==> src/rtl/fifo_pkg.sv <==
// Shared definitions for the dual-clock FIFO pointer controllers:
// side-select constants, pointer width helper and Gray conversion functions.
package fifo_pkg;

  // Side select for fifo_gray_ptr_ctrl
  localparam int unsigned MODE_WR = 0;
  localparam int unsigned MODE_RD = 1;

  // Widest pointer the Gray helpers handle; callers zero-extend into it
  localparam int unsigned GRAY_MAX_W = 32;

  // Pointers carry one extra MSB beyond the RAM address to tell full from empty
  function automatic int unsigned ptr_width(input int unsigned addr_w);
    return addr_w + 1;
  endfunction

  // Binary to reflected Gray code
  function automatic logic [GRAY_MAX_W-1:0] bin2gray(input logic [GRAY_MAX_W-1:0] b);
    return b ^ (b >> 1);
  endfunction

  // Gray to binary as an XOR prefix from the MSB down. Zero-extended upper bits
  // leave the lower result bits unaffected, so callers just truncate.
  function automatic logic [GRAY_MAX_W-1:0] gray2bin(input logic [GRAY_MAX_W-1:0] g);
    logic [GRAY_MAX_W-1:0] b;
    b[GRAY_MAX_W-1] = g[GRAY_MAX_W-1];
    for (int i = GRAY_MAX_W - 2; i >= 0; i--) begin
      b[i] = b[i+1] ^ g[i];
    end
    return b;
  endfunction

endpackage

==> src/rtl/gray_sync.sv <==
// Multi-flop synchroniser for a Gray-coded pointer crossing clock domains.
// Pure flop chain with asynchronous reset to zero; no logic between stages.
module gray_sync #(
  parameter int unsigned WIDTH  = 4,
  parameter int unsigned STAGES = 2
) (
  input  logic             clk,
  input  logic             rst,
  input  logic [WIDTH-1:0] d,
  output logic [WIDTH-1:0] q
);

  logic [WIDTH-1:0] stage_q [STAGES];

  // Shift the remote value one stage per clock; stage 0 is the metastability catcher
  always_ff @(posedge clk or posedge rst) begin
    if (rst) begin
      for (int i = 0; i < int'(STAGES); i++) begin
        stage_q[i] <= '0;
      end
    end else begin
      stage_q[0] <= d;
      for (int i = 1; i < int'(STAGES); i++) begin
        stage_q[i] <= stage_q[i-1];
      end
    end
  end

  assign q = stage_q[STAGES-1];

endmodule

==> src/rtl/fifo_gray_ptr_ctrl.sv <==
// Pointer and flag controller for one side of a dual-clock FIFO.
// MODE_WR: push side, produces full / almost-full.
// MODE_RD: pop side, produces empty / almost-empty.
// Keeps a binary and Gray pointer, synchronises the other side's Gray pointer
// and registers flag, almost and level from the next-state pointer so that the
// access which fills (or drains) the FIFO raises the flag on the same edge.
module fifo_gray_ptr_ctrl
  import fifo_pkg::*;
#(
  parameter int unsigned ADDR_W      = 3,
  parameter int unsigned MODE        = MODE_WR,
  parameter int unsigned SYNC_STAGES = 2,
  parameter int unsigned ALMOST      = 2
) (
  input  logic            clk,
  input  logic            rst,
  input  logic            inc,
  input  logic [ADDR_W:0] remote_gray,
  output logic [ADDR_W:0] ptr_gray,
  output logic [ADDR_W-1:0] addr,
  output logic            flag,
  output logic            almost,
  output logic [ADDR_W:0] level
);

  localparam int unsigned PtrW  = ptr_width(ADDR_W);
  localparam int unsigned Depth = 1 << ADDR_W;

  // Thresholds held at pointer width so comparisons stay width-matched
  localparam logic [ADDR_W:0] AlmostFullLvl  = PtrW'(Depth - ALMOST);
  localparam logic [ADDR_W:0] AlmostEmptyLvl = PtrW'(ALMOST);

  // Full when the local Gray pointer equals the remote one with its two MSBs
  // inverted: one lap ahead in binary, same RAM address
  localparam logic [ADDR_W:0] FullMask = PtrW'(3) << (PtrW - 2);

  // Write side comes out of reset not-full, read side empty
  localparam logic FlagRst = (MODE == MODE_RD);

  logic [ADDR_W:0] bin_q;
  logic [ADDR_W:0] gray_q;
  logic            flag_q;
  logic            almost_q;
  logic [ADDR_W:0] level_q;

  logic [ADDR_W:0] rsync;
  logic [ADDR_W:0] rbin;

  logic            accept;
  logic [ADDR_W:0] d_bin;
  logic [ADDR_W:0] d_gray;
  logic            d_flag;
  logic            d_almost;
  logic [ADDR_W:0] d_level;

  gray_sync #(
    .WIDTH  (PtrW),
    .STAGES (SYNC_STAGES)
  ) u_gray_sync (
    .clk (clk),
    .rst (rst),
    .d   (remote_gray),
    .q   (rsync)
  );

  // Remote pointer in binary for the occupancy arithmetic
  assign rbin = PtrW'(gray2bin(GRAY_MAX_W'(rsync)));

  // Requests against a full/empty FIFO are dropped without side effects
  assign accept = inc & ~flag_q;
  assign d_bin  = bin_q + PtrW'(accept);
  assign d_gray = PtrW'(bin2gray(GRAY_MAX_W'(d_bin)));

  // Next flag/almost/level from the post-access pointer and current remote view
  always_comb begin
    d_flag   = FlagRst;
    d_almost = FlagRst;
    d_level  = '0;
    if (MODE == MODE_WR) begin
      // Stale remote view only makes the FIFO look fuller than it is
      d_level  = d_bin - rbin;
      d_flag   = (d_gray == (rsync ^ FullMask));
      d_almost = (d_level >= AlmostFullLvl);
    end else begin
      // Stale remote view only makes the FIFO look emptier than it is
      d_level  = rbin - d_bin;
      d_flag   = (d_gray == rsync);
      d_almost = (d_level <= AlmostEmptyLvl);
    end
  end

  // Pointer and status registers, asynchronously reset to the idle state
  always_ff @(posedge clk or posedge rst) begin
    if (rst) begin
      bin_q    <= '0;
      gray_q   <= '0;
      flag_q   <= FlagRst;
      almost_q <= FlagRst;
      level_q  <= '0;
    end else begin
      bin_q    <= d_bin;
      gray_q   <= d_gray;
      flag_q   <= d_flag;
      almost_q <= d_almost;
      level_q  <= d_level;
    end
  end

  assign ptr_gray = gray_q;
  assign addr     = bin_q[ADDR_W-1:0];
  assign flag     = flag_q;
  assign almost   = almost_q;
  assign level    = level_q;

endmodule

==> config.mk <==
export PLATFORM = sky130hd
export DESIGN_NAME = fifo_gray_ptr_ctrl
export DESIGN_NICKNAME = d
export VERILOG_FILES = /design/src/rtl/fifo_pkg.sv /design/src/rtl/gray_sync.sv /design/src/rtl/fifo_gray_ptr_ctrl.sv
export SDC_FILE = /design/constraint.sdc
export NUM_CORES = 1
export LEC_CHECK = 0
export ABC_CLOCK_PERIOD_IN_PS = 6000
export CAP_MARGIN = 20
export CORE_MARGIN = 2
export CORE_UTILIZATION = 46
export CTS_CLUSTER_DIAMETER = 150
export DETAILED_ROUTE_END_ITERATION = 10
export PLACE_DENSITY = 0.7
export SLEW_MARGIN = 5
export SYNTH_ARGS = -nofsm -noshare
export SYNTH_HDL_FRONTEND = slang
export SYNTH_SLANG_ARGS = --single-unit
==> constraint.sdc <==
create_clock -name clk -period 6 [get_ports clk]
set_input_delay 0.9 -clock clk [delete_from_list [all_inputs] [get_ports clk]]
set_output_delay 0.9 -clock clk [all_outputs]
set_load 0.02 [all_outputs]
==> impl_metrics.tcl <==
set metrics [dict create \
    fin_crit_sh_pct 49.9 \
    root_buffer "clkbuf_4" \
    final_cell_mix "21 x dfrtp_1, 19 x clkdlybuf4s50_1, 10 x xnor2_1, 8 x inv_1" \
    overflow 0 \
    cts_hold_buf 0 \
    pwr-share-clk_pct 8.8 \
    worstSetupPathType "input pin to flop" \
    grt_setup_unrepaired "no" \
    synthesis.area_um2 887 \
    swShare_pct 40.1 \
    fin_crit_ns 2.99 \
    avgSynthCellArea_um2 13.6 \
    cts_tree "built" \
    cts_setup_buffers 0 \
    async_flop_share_pct 100 \
    finalWorstSetupSlack_ns 3.01 \
    cts_buffer_depth 2 \
    rows 15 \
    sequentialPowerShare_pct 30.3 \
    drt_wl_total_um 1300 \
    finish.net_count 102 \
    yosys_warnings 0 \
    synth_edf_count 0 \
    worstPathRequired_ns 6.18 \
    io_pins 20 \
    grt_max_degree 22 \
    status "completed" \
    intPower_uw 437 \
    fmax_ghz 0.334 \
    end_kind "flop" \
    p_switching_uw 293 \
    worstPathArrival_ns 3.17 \
    ys_seq_area_share_pct 59.2 \
    multi_input_area_um2 332 \
    yosys_most_used_dff "dfrtp_1" \
    pwr-share-comb_pct 60.9 \
    final_cell_count_no_fill 113 \
    port_buffers 19 \
    placedCellCount 109 \
    vias_per_cell 4.63 \
    gp_congestion 0.665 \
    grt_usage_pct 14.9 \
    max_stage_delay_ns 0.57 \
    post-place-ws_ns 2.69 \
    synth_top_area_share_pct 59.2 \
    ant_nets 0 \
    grt_pass1_vias 497 \
    vias 523 \
    die_height_um 47.9 \
    cp_cell_sequence "clkdlybuf4s50_1 > nor2b_1 > ha_1 > ha_1 > inv_1 > fa_1 > inv_1 > and3_1 > a31oi_1 > o211ai_1" \
    p_leak_uw 0.000509 \
    finalMaxSlewViolations 0 \
    vdd_drop_max_uv 278 \
    fill_cells 148 \
    fin_util_pct 64.3 \
    diodes 0 \
    fin_skew_ns 0.00147 \
    die_w_um 47.9 \
    setup_viol 0 \
    tightestPinTransition_ns 0.752 \
    hpwlAfterDp_um 979 \
    drtPass1Iterations 4 \
    start_util_pct 50.3 \
    cp_slowest_cell "fa_1" \
    ctsResizeCount 0 \
    hold_path_class "flop to flop" \
    yosysTopAreaCell "dfrtp_1" \
    synth.top_cells.by_area "dfrtp_1 59%, xnor2_1 9.9%, ha_1 7.1%" \
    synth_cell_types 20 \
    clk_pin_slew_ns 0.11 \
    grt_pass1_wl_um 2250 \
    start_kind "input pin" \
    h-tree-depth 1 \
    synth_cells 65 \
    ys_ff_latch 21 \
    fin_area_um2 1130 \
    area_growth_pct 27.9 \
    hold_violations 0 \
    cap_violations 0 \
    slew_headroom_pct 49.8 \
    grt_antenna_before_repair 0 \
    register_area_um2 526 \
    die_area_um2 2300 \
    layout_commonest_cell "dfrtp_1" \
    drt_iter0_drc 3 \
    cp_max_fo 6 \
    placed_area_um2 1110 \
    wire_per_inst_um 11.5 \
    p_per_area_nw_per_um2 642 \
    numCtsBuffers 3 \
    clk_latency_ns 0.29 \
    drive_above_1_share_pct 5.68 \
    cts_num_sinks 21 \
    synth.net_count 78 \
    setup_tns_ns 0 \
    drc_errors 0 \
    fp.coreArea_um2 1760 \
]
-- final timing paths --
path / start / to / slack [ns] / depth (start not counted)
setup / recovery: inc / almost / 3.01 / 10
hold reg to reg: u_gray_sync.stage_q[7] / u_gray_sync.q[3] / 0.36 / 0
hold / removal: u_gray_sync.stage_q[7] / u_gray_sync.q[3] / 0.36 / 0
min in group asynchronous: rst / ptr_gray[0] / 1.03 / 2
max in group asynchronous: rst / u_gray_sync.stage_q[7] / 4.51 / 2
setup reg to reg: u_gray_sync.q[3] / almost / 3.60 / 9
-- layout make-up --
class | count | area share, %
clock buffers | 4 | 2.32
inverters | 8 | 2.65
multi-input cells | 36 | 29.2
flip-flops and latches | 21 | 46.3
well taps | 25 | 2.76
repair buffers | 19 | 16.8
-- cells in the mapped netlist, types with 2 or more instances --
master,n
inv_1,8
xor2_1,5
nand3_1,2
dfrtp_1,21
ha_1,5
xnor2_1,10
-- power by group through the flow --
stage | sequential (µW) | combinational [µW] | clock (µW)
final | 221 | 444 | 64.2
after global routing | 229 | 494 | 75.2
after CTS | 222 | 449 | 68.4
after detailed placement | 226 | 444 | 0
after global placement | 224 | 443 | 0
after floorplan | 281 | 251 | 0
-- routing by layer --
| metal | up-vias | wire (µm) | part of all wire (%) | global-route usage (%) |
|---|---|---|---|---|
| met4 | 0 | 12 | 0.92 | 8.11 |
| li1 | 258 | - | - | - |
| met5 | - | 0 | 0 | 0 |
| met3 | 2 | 54 | 4.2 | 4.53 |
| met2 | 13 | 640 | 49 | 22.7 |
| met1 | 250 | 594 | 46 | 18.8 |
-- stage by stage --
stage / total power (µW) / hold slack (ns)
after CTS: 739 / 0.362
after detailed placement: 670 / 0.336
final: 729 / 0.357
after global routing: 798 / 0.367
after global placement: 667 / 0.334
after floorplan: 532 / 0.331
-- worst max-delay path: cells and delay by family --
kind | cells | cell delay (ns)
buf+inv | 3 | 0.55
simple gates | 2 | 0.31
fa+ha+maj | 3 | 1.18
compound gates | 2 | 0.23
-- cell families (layout without fill, tap and decap cells) --
logic type | count (synthesis) | in the layout | share of synthesized area [%]
flops | 21 | 21 | 59.2
xor+xnor | 16 | 16 | 16.6
compound gates | 8 | 8 | 7.05
buf+inv | 8 | 31 | 3.39
fa+ha+maj | 6 | 6 | 9.31
simple gates | 5 | 5 | 3.25
mux | 1 | 1 | 1.13
-- registers in the layout (all words and copies together), names as in the netlist --
signal and cells:
almost 1, bin_q 4, flag 1, level 4
ptr_gray 3, u_gray_sync.q 4, u_gray_sync.stage_q 4
(Power assumes the default switching activity.)
